File: src/rtl/sram_ctrl_pkg.sv
// Shared widths, FSM states and port indices
// for the two-port SRAM sequencing controller.
package sram_ctrl_pkg;
  localparam int AW = 6;
  localparam int DW = 16;

  typedef enum logic [2:0] {
    IDLE,
    PRE,
    ARM,
    ACC,
    RESP
  } state_e;

  localparam logic PORT_IF = 1'b0;
  localparam logic PORT_DM = 1'b1;
endpackage

File: src/rtl/sram_ctrl_if.sv
// Fetch and data request ports of the SRAM
// controller, bundled as one handshake interface.
interface sram_ctrl_if;
  import sram_ctrl_pkg::*;

  logic          if_req;
  logic [AW-1:0] if_addr;
  logic          if_ack;
  logic [DW-1:0] if_rdata;

  logic          dm_req;
  logic          dm_we;
  logic [AW-1:0] dm_addr;
  logic [DW-1:0] dm_wdata;
  logic          dm_ack;
  logic [DW-1:0] dm_rdata;

  modport master (
    output if_req, if_addr,
    output dm_req, dm_we, dm_addr, dm_wdata,
    input  if_ack, if_rdata,
    input  dm_ack, dm_rdata
  );

  modport slave (
    input  if_req, if_addr,
    input  dm_req, dm_we, dm_addr, dm_wdata,
    output if_ack, if_rdata,
    output dm_ack, dm_rdata
  );
endinterface

File: src/rtl/sram_ctrl_rr_arbiter2.sv
// Two-way round-robin arbiter; on contention
// the port not granted last wins.
module rr_arbiter2
  import sram_ctrl_pkg::*;
(
  input  logic       req_if,
  input  logic       req_dm,
  input  logic       last,
  output logic [1:0] gnt
);

  always_comb begin
    gnt = 2'b00;
    unique case (1'b1)
      (req_if && !req_dm): gnt = 2'b01;
      (!req_if && req_dm): gnt = 2'b10;
      (req_if && req_dm):
        gnt = (last == PORT_IF) ? 2'b10 : 2'b01;
      default: gnt = 2'b00;
    endcase
  end

endmodule

File: src/rtl/sram_ctrl.sv
// Arbitrates fetch/data ports onto the SRAM and
// drives its pins through PRE/ARM/ACC/RESP.
module sram_ctrl
  import sram_ctrl_pkg::*;
(
  input  logic          clk,
  input  logic          rst,
  sram_ctrl_if.slave    bus,
  output logic [AW-1:0] sram_addr,
  output logic [DW-1:0] sram_datain,
  input  logic [DW-1:0] sram_dataout,
  output logic          sram_cs,
  output logic          sram_wr,
  output logic          busy
);

  state_e        state_q, state_d;
  logic          last_q, last_d;
  logic          port_q, port_d;
  logic          op_q, op_d;
  logic [AW-1:0] addr_q, addr_d;
  logic [DW-1:0] wdata_q, wdata_d;
  logic [AW-1:0] sa_q, sa_d;
  logic [DW-1:0] din_q, din_d;
  logic          cs_q, cs_d;
  logic          wr_q, wr_d;
  logic          if_ack_q, if_ack_d;
  logic          dm_ack_q, dm_ack_d;
  logic [DW-1:0] if_rd_q, if_rd_d;
  logic [DW-1:0] dm_rd_q, dm_rd_d;
  logic          busy_q, busy_d;
  logic [1:0]    gnt;

  rr_arbiter2 u_arb (
    .req_if (bus.if_req),
    .req_dm (bus.dm_req),
    .last   (last_q),
    .gnt    (gnt)
  );

  always_comb begin
    state_d  = state_q;
    last_d   = last_q;
    port_d   = port_q;
    op_d     = op_q;
    addr_d   = addr_q;
    wdata_d  = wdata_q;
    sa_d     = sa_q;
    din_d    = din_q;
    cs_d     = cs_q;
    wr_d     = wr_q;
    if_ack_d = 1'b0;
    dm_ack_d = 1'b0;
    if_rd_d  = if_rd_q;
    dm_rd_d  = dm_rd_q;
    busy_d   = busy_q;
    case (state_q)
      IDLE: if (gnt != 2'b00) begin
        state_d = PRE;
        busy_d  = 1'b1;
        port_d  = gnt[1] ? PORT_DM : PORT_IF;
        last_d  = port_d;
        addr_d  = gnt[1] ? bus.dm_addr : bus.if_addr;
        wdata_d = gnt[1] ? bus.dm_wdata : '0;
        op_d    = gnt[1] ? !bus.dm_we : 1'b1;
        // park on ~a so ACC is always an address change
        sa_d    = ~addr_d;
        din_d   = wdata_d;
        cs_d    = 1'b0;
        wr_d    = 1'b1;
      end
      PRE: begin
        state_d = ARM;
        cs_d    = 1'b1;
        wr_d    = op_q;
      end
      ARM: begin
        state_d = ACC;
        sa_d    = addr_q;
      end
      ACC: begin
        state_d = RESP;
        cs_d    = 1'b0;
        wr_d    = 1'b1;
        if (port_q == PORT_IF) begin
          if_ack_d = 1'b1;
          if (op_q) if_rd_d = sram_dataout;
        end else begin
          dm_ack_d = 1'b1;
          if (op_q) dm_rd_d = sram_dataout;
        end
      end
      RESP: begin
        state_d = IDLE;
        busy_d  = 1'b0;
      end
      default: state_d = IDLE;
    endcase
  end

  always_ff @(posedge clk) begin
    if (rst) begin
      state_q  <= IDLE;
      last_q   <= PORT_DM;
      port_q   <= PORT_IF;
      op_q     <= 1'b1;
      addr_q   <= '0;
      wdata_q  <= '0;
      sa_q     <= '0;
      din_q    <= '0;
      cs_q     <= 1'b0;
      wr_q     <= 1'b1;
      if_ack_q <= 1'b0;
      dm_ack_q <= 1'b0;
      if_rd_q  <= '0;
      dm_rd_q  <= '0;
      busy_q   <= 1'b0;
    end else begin
      state_q  <= state_d;
      last_q   <= last_d;
      port_q   <= port_d;
      op_q     <= op_d;
      addr_q   <= addr_d;
      wdata_q  <= wdata_d;
      sa_q     <= sa_d;
      din_q    <= din_d;
      cs_q     <= cs_d;
      wr_q     <= wr_d;
      if_ack_q <= if_ack_d;
      dm_ack_q <= dm_ack_d;
      if_rd_q  <= if_rd_d;
      dm_rd_q  <= dm_rd_d;
      busy_q   <= busy_d;
    end
  end

  assign sram_addr    = sa_q;
  assign sram_datain  = din_q;
  assign sram_cs      = cs_q;
  assign sram_wr      = wr_q;
  assign busy         = busy_q;
  assign bus.if_ack   = if_ack_q;
  assign bus.dm_ack   = dm_ack_q;
  assign bus.if_rdata = if_rd_q;
  assign bus.dm_rdata = dm_rd_q;

endmodule

File: src/flat_wrapper.sv
// flat-port wrapper written by rule: the top's interface ports become plain ports
module sram_ctrl_flat import sram_ctrl_pkg::*;
  (clk, rst, sram_addr, sram_datain, sram_dataout, sram_cs, sram_wr, busy, bus_if_req, bus_if_addr, bus_dm_req, bus_dm_we, bus_dm_addr, bus_dm_wdata, bus_if_ack, bus_if_rdata, bus_dm_ack, bus_dm_rdata);
  sram_ctrl_if bus_i ();
  input  logic clk;
  input  logic rst;
  output logic [AW-1:0] sram_addr;
  output logic [DW-1:0] sram_datain;
  input  logic [DW-1:0] sram_dataout;
  output logic sram_cs;
  output logic sram_wr;
  output logic busy;
  input wire logic [$bits(bus_i.if_req)-1:0] bus_if_req;
  input wire logic [$bits(bus_i.if_addr)-1:0] bus_if_addr;
  input wire logic [$bits(bus_i.dm_req)-1:0] bus_dm_req;
  input wire logic [$bits(bus_i.dm_we)-1:0] bus_dm_we;
  input wire logic [$bits(bus_i.dm_addr)-1:0] bus_dm_addr;
  input wire logic [$bits(bus_i.dm_wdata)-1:0] bus_dm_wdata;
  output wire logic [$bits(bus_i.if_ack)-1:0] bus_if_ack;
  output wire logic [$bits(bus_i.if_rdata)-1:0] bus_if_rdata;
  output wire logic [$bits(bus_i.dm_ack)-1:0] bus_dm_ack;
  output wire logic [$bits(bus_i.dm_rdata)-1:0] bus_dm_rdata;
  assign bus_i.if_req = bus_if_req;
  assign bus_i.if_addr = bus_if_addr;
  assign bus_i.dm_req = bus_dm_req;
  assign bus_i.dm_we = bus_dm_we;
  assign bus_i.dm_addr = bus_dm_addr;
  assign bus_i.dm_wdata = bus_dm_wdata;
  assign bus_if_ack = bus_i.if_ack;
  assign bus_if_rdata = bus_i.if_rdata;
  assign bus_dm_ack = bus_i.dm_ack;
  assign bus_dm_rdata = bus_i.dm_rdata;
  sram_ctrl u_core (.clk(clk), .rst(rst), .bus(bus_i), .sram_addr(sram_addr), .sram_datain(sram_datain), .sram_dataout(sram_dataout), .sram_cs(sram_cs), .sram_wr(sram_wr), .busy(busy));
endmodule
File: config.mk
export PLATFORM = sky130hd
export DESIGN_NAME = sram_ctrl_flat
export DESIGN_NICKNAME = d
export VERILOG_FILES = /design/src/rtl/sram_ctrl_pkg.sv /design/src/rtl/sram_ctrl_if.sv /design/src/rtl/sram_ctrl_rr_arbiter2.sv /design/src/rtl/sram_ctrl.sv /design/src/flat_wrapper.sv
export SDC_FILE = /design/constraint.sdc
export NUM_CORES = 1
export LEC_CHECK = 0
export CAP_MARGIN = 5
export CORE_MARGIN = 5
export CORE_UTILIZATION = 47
export DETAILED_ROUTE_END_ITERATION = 10
export PLACE_DENSITY = 0.85
export SETUP_SLACK_MARGIN = 0.2
export SYNTH_ARGS = -nofsm -noshare
export SYNTH_HDL_FRONTEND = slang
export SYNTH_SLANG_ARGS = --single-unit
export TNS_END_PERCENT = 30
File: constraint.sdc
create_clock -name clk -period 2.7 [get_ports clk]
set_input_delay 0.27 -clock clk [delete_from_list [all_inputs] [get_ports clk]]
set_output_delay 0.27 -clock clk [all_outputs]
set_load 0.01 [all_outputs]
# == Word-level counts from Yosys, hierarchy flattened ==
# Index checks and enable logic that the tools add are counted.
# classes
eq_ne,5
muxes,17
bitwise,3
n_reduce_logical,18
# ops
cell,count
2-to-1 mux 16 bit,1
2-to-1 mux 6 bit,2
case mux 3 bit (4 select lines),1
case mux 6 bit (2 select lines),1
AND reduction 2 bit,4
"== test 3 x 2 -> 1 bit, second input constant",2
2-to-1 mux 1 bit,6
inverter 6 bit,1
case mux 1 bit (3 select lines),2
case mux 2 bit (3 select lines),1
AND reduction 3 bit,2
nonzero test 2 bit,3
"== test 3 x 1 -> 1 bit, second input constant",1
"== test 3 bit, second input constant",1
logical AND 1 bit,3
logical NOT 1 bit,3
logical NOT 3 bit,1
2-to-1 mux 3 bit,1
nonzero test 3 bit,1
2-to-1 mux 2 bit,1
"inequality test 2 x 1 -> 1 bit, second input constant",1
inverter 1 bit,2
case mux 1 bit (2 select lines),1
OR reduction 2 bit,1
# word_totals
reg_bits,71
out_inout_bits,59
inputBits,49
wordCells,57

# == Depth between registers and ports, before layout ==
# depth
word_depth,7
mapped_depth,7
ltp_nobuf,4

# == Hierarchy ==
# Synthesis repeated with hierarchy kept, for this count alone.
# unflattened
cells_unflattened,305
area_unflattened_um2,2886.5
# by_module_without_submodules
module,area_per_inst_um2,cells_each,seq_area_each_um2,n_inst
sram_ctrl,2867.8,302,1421.4,1
rr_arbiter2,18.8,3,0.0,1

# == Worst setup path after synthesis ==
# No wires, ideal clock.
# synth_path
path_type,reg2reg
start,reg u_core.state_q[2]
end,"reg u_core.if_rd_q[10], in the netlist u_core.bus.if_rdata[10]"
setup_ns,0.128
t_arrival_ns,1.230
path_stages_with_launch,8
path_buffers,3
setup_slack_ns,1.342
t_required_ns,2.572
period_less_slack_ns,1.358
path_cell_list,dfxtp_1 > buf_6 > nor2b_4 > nor3b_2 > buf_4 > buf_12 > mux2i_1 > nor2_1
# synth_via
elab_chain_cells,2
# synth_lines
item,line,text
from (decl),sram_ctrl.sv:17,"state_e state_q, state_d;"
from (signal assigned),sram_ctrl.sv:119,state_q <= state_d;
== test 3 x 2 -> 1 bit,sram_ctrl.sv:57,case (state_q)
AND reduction 3 bit (no source line),n/a,
to (signal assigned),sram_ctrl.sv:131,if_rd_q <= if_rd_d;
to (decl),sram_ctrl.sv:29,"logic [DW-1:0] if_rd_q, if_rd_d;"
# Every way passes these cells.
# A chain may end at the register's enable or synchronous reset.

# == Worst setup path in the final report ==
# layout_path
start,reg u_core.state_q[1]
end,"reg u_core.if_rd_q[8], in the netlist u_core.bus.if_rdata[8]"
# Same word-level chain as after synthesis.

==> key figures <==
CTS
  • Inserted Clock Buffers: 9
  • Post-CTS Setup Inserts: 0
  • Clock sink count: 71
  • CTS resizes: 0
  • Root Buffer: clkbuf_8
  • Worst skew pair latency: 0.34 ns
  • Clock slew at reported path FFs: 0.07 ns
  • Hold-fix buffers, CTS: 0
  • H-tree depth: 3
  • CTS tree: done
  • Clk buf depth: 2

Routing
  • Post-route DRC: 0
  • 1st-iter DRT viols: 84
  • Vias post-DR: 2257
  • Wire per inst: 14.99 um
  • Post-route antenna net violation count: 0
  • Routed WL: 6640 um
  • First-pass detailed-route iteration total: 4
  • DR vias/cell: 5.095

Die
  • Rows: 28
  • Top Ports: 108
  • Initial Utilization: 0.4774
  • Die X: 86.86 um
  • Core ar.: 5816 um^2
  • Die area: 7545 um^2
  • Die Ht: 86.86 um

Power and ir drop
  • PwrDens: 629.3 nW/um^2
  • VDD IR max: 0.3620 mV
  • Cell leakage power: 1.572 nW

STA
  • Final min period: 1.690 ns
  • Normalized max-slew margin: 0.5032
  • Final count of hold timing violations: 0
  • Unrepaired setup endpoints after global routing: false
  • Final Cycle Share: 0.6261
  • Worst-margin pin slew: 0.7389 ns
  • Final Max Slew Viols: 0
  • Fmax: 591.6 MHz
  • Final Skew: 0.005379 ns
  • Final TNS setup: 0 ns
  • Setup violators final: 0
  • WHS: 0.4638 ns

Synth
  • Area leader, netlist: dfxtp_1
  • FF+latch count, synth: 71
  • Post-Syn Instances: 261
  • YS warnings: 0
  • Synth cell types: 35
  • Top cell type's share of synthesized area: 0.5119
  • Sequential fraction of the synthesis area: 0.5119
  • Synth Area per Inst: 10.64 um^2
  • Syn Nets: 310
  • Synth area leaders: dfxtp_1, mux2i_1, nor2_1, a22oi_2, a22oi_1
  • Syn Std Cell Area: 2776 um^2

Hold path
  • Worst hold path endpoint: u_core.bus.if_rdata[3]
  • Hold Path Class: primary input to register
  • Hold Path Cell Cnt: 2
  • Min-delay src: rst

Cells and area
  • Non-filler cells, final: 443
  • # nets final: 412
  • Commonest cells after routing, fill and taps aside: clkdlybuf4s50_1, dfxtp_1, nor2_1, mux2i_1, a22oi_1
  • Area grow syn2layout: 45.29%
  • Layout Utilization: 0.6936
  • Fillers: 465
  • Antenna fix cells: 0
  • Finished layout cell area: 4034 um^2
  • Layout cell share with drive strength beyond 1: 0.1304
  • Commonest non-fill, non-tap cell in the layout: clkdlybuf4s50_1

Critical path
  • Reg-to-Reg Start: u_core.state_q[1]
  • RR Endpoint: u_core.bus.if_rdata[8]
  • Delay-heaviest family, CP: flip-flops
  • Critical Path Start: u_core.state_q[1]
  • Setup crit start kind: register
  • Flop2flop setup slack: 1.01 ns
  • Critical Path Slowest Stage Cell: dfxtp_1
  • Critical path buffers and inverters: 1
  • WP data required: 2.90 ns
  • CP max FO: 16
  • Crit path DAT: 1.89 ns
  • Crit-path cells: nand2_1 -> nor3b_4 -> buf_4 -> mux2i_1 -> nor2_1
  • Kind of critical path: register to register
  • CP Capture Type: register
  • Worst Reg-to-Reg Cells: 5
  • Critical path's largest stage delay: 0.57 ns

Global route
  • First-pass GRT wire length: 10750 um
  • Grt total ovfl: 0
  • Largest net degree at the start of global routing: 39
  • Initial antenna violation count: 0
  • Overall Global Routing Usage: 0.1817
  • Vias in the first global route: 2348

Placed design
  • Cell Area, Placed: 3802 um^2
  • Placed cell count: 427
  • GPL Wtd Cong: 0.7527
  • DP HPWL: 4779 um
  • Port Buffers: 107

Outcome
  • Status: finished clean

Run
  • Max cap viols: 0
==> cell families (layout without fill, tap and decap cells) <==
kind of cell / after synthesis / in the layout / share of synthesized area
and+or+nand+nor: 84 / 84 / 0.1433
DFF: 71 / 71 / 0.5119
AOI/OAI and AO/OA: 45 / 45 / 0.1393
muxes: 38 / 38 / 0.1370
buffers and inverters: 22 / 129 / 0.06534
xor gates and xnor gates: 1 / 1 / 0.003155
==> cell usage after synthesis (all sizes together) <==
cell type and n:
a211oi 9, nand2b 1, inv 1, a21boi 1
clkbuf 8, a21oi 9, mux2i 38, xnor2 1
nor2b 1, nand2 9, and3b 1, nor3b 1
o21bai 1, a22oi 21, nor3 3, and2 3
a211o 1, dfxtp 71, nand4 1, o2bb2ai 1
nor2 63, nor4 1, o21ba 1, o31ai 1
buf 13
==> state kept, by name (all words and copies together), names as in the netlist <==
signal / count
u_core.last_q: 1
u_core.sram_cs: 1
u_core.bus.if_ack: 1
u_core.bus.dm_ack: 1
u_core.op_q: 1
u_core.port_q: 1
u_core.bus.if_rdata: 16
u_core.sram_addr: 6
u_core.sram_datain: 16
u_core.addr_q: 6
u_core.bus.dm_rdata: 16
u_core.state_q: 3
u_core.sram_wr: 1
u_core.busy: 1
==> worst register-to-register path, cell delays in order (launching register included) <==
cell     delay, ns
dfxtp_1       0.57
nand2_1       0.20
nor3b_4       0.19
buf_4         0.31
mux2i_1       0.23
nor2_1        0.05
==> layer usage <==
| metal | up-vias | share of wire | track usage |
|---|---|---|---|
| met2 | 86 | 0.45 | 0.2802 |
| met5 | - | 0 | 0 |
| met4 | 0 | 0.024 | 0.09065 |
| li1 | 1103 | - | - |
| met3 | 14 | 0.12 | 0.08704 |
| met1 | 1054 | 0.41 | 0.2100 |
==> area by class of cell <==
| cell class | count | area [um^2] | area share |
|---|---|---|---|
| clock inverter | 5 | 80.08 | 0.01985 |
| clock buffer | 11 | 151.4 | 0.03753 |
| tap | 75 | 93.84 | 0.02326 |
| timing repair buffer | 112 | 1104 | 0.2736 |
| multi-input combinational | 168 | 1180 | 0.2925 |
| inverter | 1 | 3.754 | 0.0009305 |
| sequential | 71 | 1421 | 0.3524 |
==> power breakdown <==
group	internal [W]	switching, W
clock	0.000569	0.000388
combinational	0.000227	0.000196
sequential	0.00111	0.0000494
total	0.00191	0.000633
==> metrics by stage <==
step	setup slack [ns]	total power (W)
3_5_place_dp	0.7449	0.001607
6_report	1.010	0.002539
4_1_cts	0.9934	0.002562
5_1_grt	0.8518	0.002658
3_3_place_gp	0.8087	0.001596
2_1_floorplan	1.342	0.001444
==> how the worst max path moves through the flow <==
stage | end | slack [ns] | depth (start not counted)
global placement | u_core.sram_datain[14] | 0.81 | 6
detailed placement | u_core.sram_datain[12] | 0.74 | 6
floorplan | u_core.bus.if_rdata[10] | 1.34 | 7
finish | u_core.bus.if_rdata[8] | 1.01 | 5
global route | u_core.bus.if_rdata[8] | 0.85 | 5
CTS | u_core.bus.if_rdata[1] | 0.99 | 5
Note: power is estimated with default switching activity, not from simulation.
